--- config.mk ---
export PLATFORM = sky130hd
export DESIGN_NAME = mult_rx_fifo
export DESIGN_NICKNAME = d
export VERILOG_FILES = /design/src/rtl/mult_pkg.sv /design/src/rtl/mult_rx_ram.sv /design/src/rtl/mult_rx_fifo.sv
export SDC_FILE = /design/constraint.sdc
export NUM_CORES = 2
export LEC_CHECK = 0
export ABC_CLOCK_PERIOD_IN_PS = 23700
export CORE_MARGIN = 2
export CORE_UTILIZATION = 54
export DETAILED_ROUTE_END_ITERATION = 6
export PLACE_DENSITY = 0.81
export SETUP_SLACK_MARGIN = 0.1
export SLEW_MARGIN = 40
export SYNTH_ARGS = -nofsm -noshare
export SYNTH_HDL_FRONTEND = slang
export SYNTH_SLANG_ARGS = --single-unit
export TNS_END_PERCENT = 20
--- constraint.sdc ---
create_clock -name i_clk -period 23.7 [get_ports i_clk]
set_clock_uncertainty 0.1 [all_clocks]
set_input_delay 3.555 -clock i_clk [delete_from_list [all_inputs] [get_ports i_clk]]
set_output_delay 3.555 -clock i_clk [all_outputs]
set_load 0.01 [all_outputs]
--- src/rtl/mult_pkg.sv ---
// Shared types and defaults for the Karatsuba-Ofman multiplier datapath.
package mult_pkg;

   localparam int unsigned MULT_BITS_DEFAULT     = 256;
   localparam int unsigned MULT_CTL_BITS_DEFAULT = 8;
   localparam int unsigned MULT_RX_DEPTH_DEFAULT = 4;

   typedef logic [2*MULT_BITS_DEFAULT-1:0]   mult_prod_t;
   typedef logic [MULT_CTL_BITS_DEFAULT-1:0] mult_ctl_t;

   function automatic logic [31:0] sat_inc32(input logic [31:0] v);
      return (v == '1) ? v : v + 32'd1;
   endfunction

endpackage

--- src/rtl/mult_rx_ram.sv ---
// Product/control storage for mult_rx_fifo: one write port, one asynchronous read port.
module mult_rx_ram #(
   parameter int unsigned WIDTH = 520,
   parameter int unsigned DEPTH = 4
) (
   input  logic                     i_clk,
   input  logic                     i_we,
   input  logic [$clog2(DEPTH)-1:0] i_waddr,
   input  logic [WIDTH-1:0]         i_wdat,
   input  logic [$clog2(DEPTH)-1:0] i_raddr,
   output logic [WIDTH-1:0]         o_rdat
);

   logic [WIDTH-1:0] mem [DEPTH];

   always_ff @(posedge i_clk) begin
      if (i_we) mem[i_waddr] <= i_wdat;
   end

   assign o_rdat = mem[i_raddr];

endmodule

--- src/rtl/mult_rx_fifo.sv ---
// FWFT receive buffer for the multiplier product stream with registered upstream stall.
// Optional statistics counters (o_beats, o_stalls) are built when MULT_RX_STATS_EN is defined.
module mult_rx_fifo
   import mult_pkg::*;
#(
   parameter int unsigned BITS     = MULT_BITS_DEFAULT,
   parameter int unsigned CTL_BITS = MULT_CTL_BITS_DEFAULT,
   parameter int unsigned DEPTH    = MULT_RX_DEPTH_DEFAULT
) (
   input  logic                       i_clk,
   input  logic                       i_rst,
   input  logic                       i_mul_val,
   input  logic [CTL_BITS-1:0]        i_mul_ctl,
   input  logic [2*BITS-1:0]          i_mul_dat,
   output logic                       o_mul_rdy,
   output logic                       o_val,
   output logic [CTL_BITS-1:0]        o_ctl,
   output logic [2*BITS-1:0]          o_dat,
   input  logic                       i_rdy,
`ifdef MULT_RX_STATS_EN
   output logic [31:0]                o_beats,
   output logic [31:0]                o_stalls,
`endif
   output logic [$clog2(DEPTH):0]     o_count
);

   localparam int unsigned AW = $clog2(DEPTH);
   localparam int unsigned CW = AW + 1;
   localparam int unsigned W  = 2*BITS + CTL_BITS;

   logic          push, pop;
   logic [AW-1:0] wr_ptr, rd_ptr;
   logic [CW-1:0] count, count_next;
   logic [W-1:0]  ram_rdat;
   logic [W-1:0]  head_src;
   logic          head_ld;

   assign push = i_mul_val & o_mul_rdy;
   assign pop  = o_val & i_rdy;

   // Every entry, including the one shown at the head, lives in the RAM at
   // rd_ptr; the async read of rd_ptr+1 supplies the successor on a pop.
   mult_rx_ram #(
      .WIDTH (W),
      .DEPTH (DEPTH)
   ) u_ram (
      .i_clk   (i_clk),
      .i_we    (push),
      .i_waddr (wr_ptr),
      .i_wdat  ({i_mul_ctl, i_mul_dat}),
      .i_raddr (rd_ptr + AW'(1)),
      .o_rdat  (ram_rdat)
   );

   always_comb begin
      count_next = count + {{(CW-1){1'b0}}, push} - {{(CW-1){1'b0}}, pop};
      head_ld    = 1'b0;
      head_src   = {i_mul_ctl, i_mul_dat};
      if (pop && (count > CW'(1))) begin
         head_ld  = 1'b1;
         head_src = ram_rdat;
      end else if (push && ((count == '0) || (pop && (count == CW'(1))))) begin
         head_ld  = 1'b1;
      end
   end

   always_ff @(posedge i_clk) begin
      if (i_rst) begin
         wr_ptr    <= '0;
         rd_ptr    <= '0;
         count     <= '0;
         o_val     <= 1'b0;
         o_ctl     <= '0;
         o_dat     <= '0;
         o_mul_rdy <= 1'b0;
      end else begin
         count     <= count_next;
         o_val     <= (count_next != '0);
         o_mul_rdy <= (count_next < CW'(DEPTH));
         if (push) wr_ptr <= wr_ptr + AW'(1);
         if (pop)  rd_ptr <= rd_ptr + AW'(1);
         if (head_ld) {o_ctl, o_dat} <= head_src;
      end
   end

   assign o_count = count;

`ifdef MULT_RX_STATS_EN
   always_ff @(posedge i_clk) begin
      if (i_rst) begin
         o_beats  <= '0;
         o_stalls <= '0;
      end else begin
         if (push) o_beats <= sat_inc32(o_beats);
         if (i_mul_val && !o_mul_rdy) o_stalls <= sat_inc32(o_stalls);
      end
   end
`endif

endmodule

==> metrics.txt <==
# TYPE chip_impl_metric gauge
chip_impl_metric{name="post_synth_fa_ha_maj_area_fraction",unit="%"} 0.122
chip_impl_metric{name="post-route-period-util",unit="%"} 33.1
chip_impl_metric{name="post_cts_resize_count",unit=""} 0
chip_impl_metric{name="synthesis.yosys.warnings",unit=""} 0
chip_impl_metric{name="first_global_vias",unit=""} 57700
chip_impl_metric{name="synth_area",unit="µm²"} 98400
chip_impl_metric{name="post_route_cells_drive_above_1_share",unit="%"} 15.7
chip_impl_info{name="root_buffer_cell",value="sky130_fd_sc_hd__clkbuf_16"} 1
chip_impl_metric{name="drtAntennaViolNets",unit=""} 0
chip_impl_metric{name="drt-wirelength-per-cell",unit="µm"} 28.4
chip_impl_info{name="hold_path_end",value="o_dat[482]$_SDFFE_PP0P_"} 1
chip_impl_metric{name="synth.lib_cells_used.distinct",unit=""} 34
chip_impl_metric{name="place.gp.congestion",unit=""} 0.833
chip_impl_metric{name="areaGrowthSynthToFinish",unit="%"} 21.9
chip_impl_metric{name="detailedRoute.firstPassIterationCount",unit=""} 7
chip_impl_metric{name="grt_antenna_before_repair",unit=""} 93
chip_impl_metric{name="routed_wirelength",unit="µm"} 261000
chip_impl_metric{name="coreArea",unit="µm²"} 181000
chip_impl_metric{name="post_synth_xor_area_fraction",unit="%"} 0.0356
chip_impl_info{name="synth_top_area_cell",value="sky130_fd_sc_hd__edfxtp_1"} 1
chip_impl_metric{name="placedInstanceArea",unit="µm²"} 111000
chip_impl_metric{name="crit_path_max_fanout",unit=""} 81
chip_impl_metric{name="max-clock-path-buffers",unit=""} 3
chip_impl_metric{name="post_synth_inst_count",unit=""} 5566
chip_impl_metric{name="port_buffers",unit=""} 1048
chip_impl_metric{name="hold_path_cell_cnt",unit=""} 2
chip_impl_metric{name="final_cell_count_no_fill",unit=""} 9191
chip_impl_metric{name="cts.hold.buffers_added",unit=""} 0
chip_impl_metric{name="timing.critical_path.required",unit="ns"} 24.35
chip_impl_metric{name="syn-num-nets",unit=""} 6099
chip_impl_metric{name="reg2reg_depth",unit=""} 11
chip_impl_metric{name="power.ir.vdd_worst",unit="mV"} 0.0963
chip_impl_info{name="hp-class",value="reg2reg"} 1
chip_impl_metric{name="setup_viol_count_final",unit=""} 0
chip_impl_metric{name="ys_async_sr_fraction",unit="%"} 0
chip_impl_metric{name="yosys-mux-area-fraction",unit="%"} 13.2
chip_impl_metric{name="cts.repair_timing.setup_buffer_count",unit=""} 0
chip_impl_info{name="run_status",value="finished with violations"} 1
chip_impl_info{name="endpoint_kind",value="flop"} 1
chip_impl_metric{name="die_h",unit="µm"} 431
chip_impl_metric{name="worst_slew_margin_rel",unit="%"} 37.2
chip_impl_metric{name="finalWorstPathRequiredPeriod",unit="ns"} 7.85
chip_impl_metric{name="synthesized_area_fraction_occupied_by_and_or_nand_nor_cells",unit="%"} 3.62
chip_impl_metric{name="post-place-cells",unit=""} 8637
chip_impl_metric{name="grt_max_degree",unit=""} 162
chip_impl_info{name="endpoint_of_the_most_critical_register_to_register_path",value="o_dat[93]$_SDFFE_PP0P_"} 1
chip_impl_info{name="synth_ff_type",value="sky130_fd_sc_hd__edfxtp_1"} 1
chip_impl_info{name="min_from",value="o_dat[482]$_SDFFE_PP0P_"} 1
chip_impl_metric{name="max_cap_viol_count",unit=""} 0
chip_impl_info{name="cts_tree",value="built"} 1
chip_impl_metric{name="initial_utilization",unit="%"} 54.4
chip_impl_metric{name="whs",unit="ns"} 0.417
chip_impl_metric{name="die_area",unit="µm²"} 186000
chip_impl_metric{name="fin_tns_setup",unit="ns"} 0
chip_impl_metric{name="htree_num_levels",unit=""} 4
chip_impl_metric{name="critPathArrivalTime",unit="ns"} 8.50
chip_impl_metric{name="detail_route.iter0.violations",unit=""} 6271
chip_impl_metric{name="drcViolationCount",unit=""} 2
chip_impl_metric{name="cts.reportedPaths.clkPinSlew",unit="ns"} 0.06
chip_impl_metric{name="final_design_area_no_fill",unit="µm²"} 120000
chip_impl_metric{name="cellPowerDensity",unit="nW/µm²"} 110
chip_impl_info{name="rsz0062_at_grt",value="no"} 1
chip_impl_metric{name="hpwl",unit="µm"} 150000
chip_impl_metric{name="floorplan.die.width",unit="µm"} 431
chip_impl_info{name="critical_path.reg2reg.startpoint",value="o_count[1]$_SDFF_PP0_"} 1
chip_impl_metric{name="routed_vias_inst",unit=""} 6.34
chip_impl_metric{name="max_slew.worst_pin.slew",unit="ns"} 0.942
chip_impl_info{name="worstSetupStartpointType",value="primary input"} 1
chip_impl_metric{name="report.final.slew_viol_count",unit=""} 0
chip_impl_info{name="violations_in_the_final_reports",value="DRC"} 1
chip_impl_metric{name="fmax",unit="MHz"} 127
chip_impl_metric{name="reg2reg_slack",unit="ns"} 18.21
chip_impl_metric{name="grt_usage",unit="%"} 27.2
chip_impl_info{name="criticalPathCategory",value="in2reg"} 1
chip_impl_metric{name="edff_count_synth",unit=""} 2080
chip_impl_metric{name="synth_sequential_area_ratio",unit="%"} 74.2
chip_impl_metric{name="io-pin-count",unit=""} 1049
chip_impl_metric{name="total_number_of_nets_in_the_final_design",unit=""} 7053
chip_impl_metric{name="nFillCells",unit=""} 11400
chip_impl_metric{name="power_leakage",unit="nW"} 37.7
chip_impl_metric{name="via_count",unit=""} 58300
chip_impl_metric{name="synth_area_per_cell",unit="µm²"} 17.7
chip_impl_metric{name="multiInputGateArea",unit="µm²"} 23400
chip_impl_metric{name="global_route_total_overflow",unit=""} 0
chip_impl_metric{name="grt_first_pass_wirelength",unit="µm"} 380000
chip_impl_metric{name="clkLatencyLatePin",unit="ns"} 0.91
chip_impl_metric{name="postLayoutCoreUtil",unit="%"} 66.3
chip_impl_metric{name="synth.ff_latch_count",unit=""} 2609
chip_impl_metric{name="synth-compound-area-share",unit="%"} 6.81
chip_impl_metric{name="synth.top_cell.area_share",unit="%"} 63.5
chip_impl_metric{name="finalHoldViolCount",unit=""} 0
chip_impl_info{name="ys_top_cells_by_area",value="sky130_fd_sc_hd__edfxtp_1 63%, sky130_fd_sc_hd__mux4_2 12%, sky130_fd_sc_hd__dfxtp_1 11%, sky130_fd_sc_hd__a311oi_1 3.5%, sky130_fd_sc_hd__nand2_1 3.0%"} 1
chip_impl_metric{name="row_count",unit=""} 156
chip_impl_metric{name="cts_sinks",unit=""} 2609
chip_impl_metric{name="cts_buffers",unit=""} 241
chip_impl_metric{name="register_area",unit="µm²"} 73100
chip_impl_info{name="combinational_family_with_the_most_area_after_synthesis",value="multiplexers"} 1
==> flip-flops by register name (all words and copies together) (netlist names) <==
register / cells
o_count: 3
o_ctl: 8
o_dat: 512
o_mul_rdy: 1
o_val: 1
rd_ptr: 2
u_ram.mem: 2080
wr_ptr: 2
==> where the power goes <==
part	switching, W	total, W	internal [W]	leakage [nW]
logic	0.00191	0.00332	0.00141	10.4
registers	0.000323	0.00585	0.00553	23.1
clock network	0.00171	0.00405	0.00234	4.09
total	0.00395	0.0132	0.00928	37.7
==> cells in the final DEF, fill, tap and decap left out, types with 39 or more instances in the layout <==
cell,n
sky130_fd_sc_hd__a211oi_1,76
sky130_fd_sc_hd__a211oi_2,50
sky130_fd_sc_hd__a21oi_1,397
sky130_fd_sc_hd__a311oi_1,395
sky130_fd_sc_hd__clkbuf_1,56
sky130_fd_sc_hd__clkbuf_16,241
sky130_fd_sc_hd__clkdlybuf4s50_1,1047
sky130_fd_sc_hd__clkinv_2,39
sky130_fd_sc_hd__dfxtp_1,527
sky130_fd_sc_hd__diode_2,81
sky130_fd_sc_hd__edfxtp_1,2080
sky130_fd_sc_hd__mux2i_1,125
sky130_fd_sc_hd__mux4_2,520
sky130_fd_sc_hd__nand2_1,793
sky130_fd_sc_hd__nor2_1,130
==> Yosys cell counts (8+ instances only) <==
master / number
sky130_fd_sc_hd__buf_4: 10
sky130_fd_sc_hd__clkbuf_1: 262
sky130_fd_sc_hd__a211oi_2: 50
sky130_fd_sc_hd__nor2_1: 130
sky130_fd_sc_hd__a21oi_1: 397
sky130_fd_sc_hd__a211oi_1: 76
sky130_fd_sc_hd__a311oi_1: 395
sky130_fd_sc_hd__mux2i_1: 125
sky130_fd_sc_hd__buf_2: 145
sky130_fd_sc_hd__edfxtp_1: 2080
sky130_fd_sc_hd__nand2_1: 793
sky130_fd_sc_hd__dfxtp_1: 529
sky130_fd_sc_hd__mux4_2: 520
sky130_fd_sc_hd__ha_1: 8
==> cell type report <==
cell class,count,area share [%]
sequential,2609,60.9
multi-input combinational,2516,19.5
tap,2370,2.47
clock buffer,335,5.64
inverter,7,0.0219
timing repair buffer,1145,9.90
antenna,81,0.169
clock inverter,128,1.40
==> per-layer routing <==
| metal | vias to the layer above | global-route usage [%] | part of all wire (%) |
|---|---|---|---|
| met5 | - | 0 | 0.097 |
| met4 | 36 | 16.5 | 6.3 |
| met3 | 616 | 5.69 | 8.6 |
| met2 | 3325 | 43.1 | 49 |
| met1 | 30000 | 35.0 | 36 |
| li1 | 24300 | - | - |
==> logic make-up (layout without fill, tap and decap cells) <==
family                   after synthesis  in the layout
XOR/XNOR                               4              4
multiplexers                         645            645
adder cells (fa/ha/maj)                9              9
AO/OA/AOI/OAI                        922            922
AND/OR/NAND/NOR                      936            936
flip-flops                          2609           2609
other                                  0             81
buffers and inverters                441           1615
==> worst max-delay path by stage <==
stage,cells past startpoint,end,start
2_1_floorplan,1,u_ram.mem[2][0]$_DFFE_PP_,i_mul_val
3_3_place_gp,9,o_dat[419]$_SDFFE_PP0P_,i_rdy
3_5_place_dp,9,o_dat[93]$_SDFFE_PP0P_,i_rdy
4_1_cts,9,o_dat[93]$_SDFFE_PP0P_,i_rdy
5_1_grt,10,o_dat[93]$_SDFFE_PP0P_,i_rdy
6_report,10,o_dat[93]$_SDFFE_PP0P_,i_rdy
==> critical path, stage by stage <==
cell	delay (ns)
sky130_fd_sc_hd__clkdlybuf4s50_1	0.49
sky130_fd_sc_hd__nand2_1	0.37
sky130_fd_sc_hd__or3_4	0.69
sky130_fd_sc_hd__buf_4	0.41
sky130_fd_sc_hd__buf_12	0.29
sky130_fd_sc_hd__buf_6	0.58
sky130_fd_sc_hd__buf_4	0.61
sky130_fd_sc_hd__buf_6	0.65
sky130_fd_sc_hd__nand2_1	0.18
sky130_fd_sc_hd__a311oi_1	0.41
==> through the flow <==
| stage | power [W] | setup slack, ns |
|---|---|---|
| after floorplan | 0.00771 | 7.26 |
| after global placement | 0.00905 | 14.68 |
| after detailed placement | 0.00917 | 14.98 |
| after CTS | 0.0132 | 15.91 |
| after global routing | 0.0137 | 15.67 |
| final | 0.0132 | 15.85 |
Note: power is estimated with default switching activity, not from simulation.
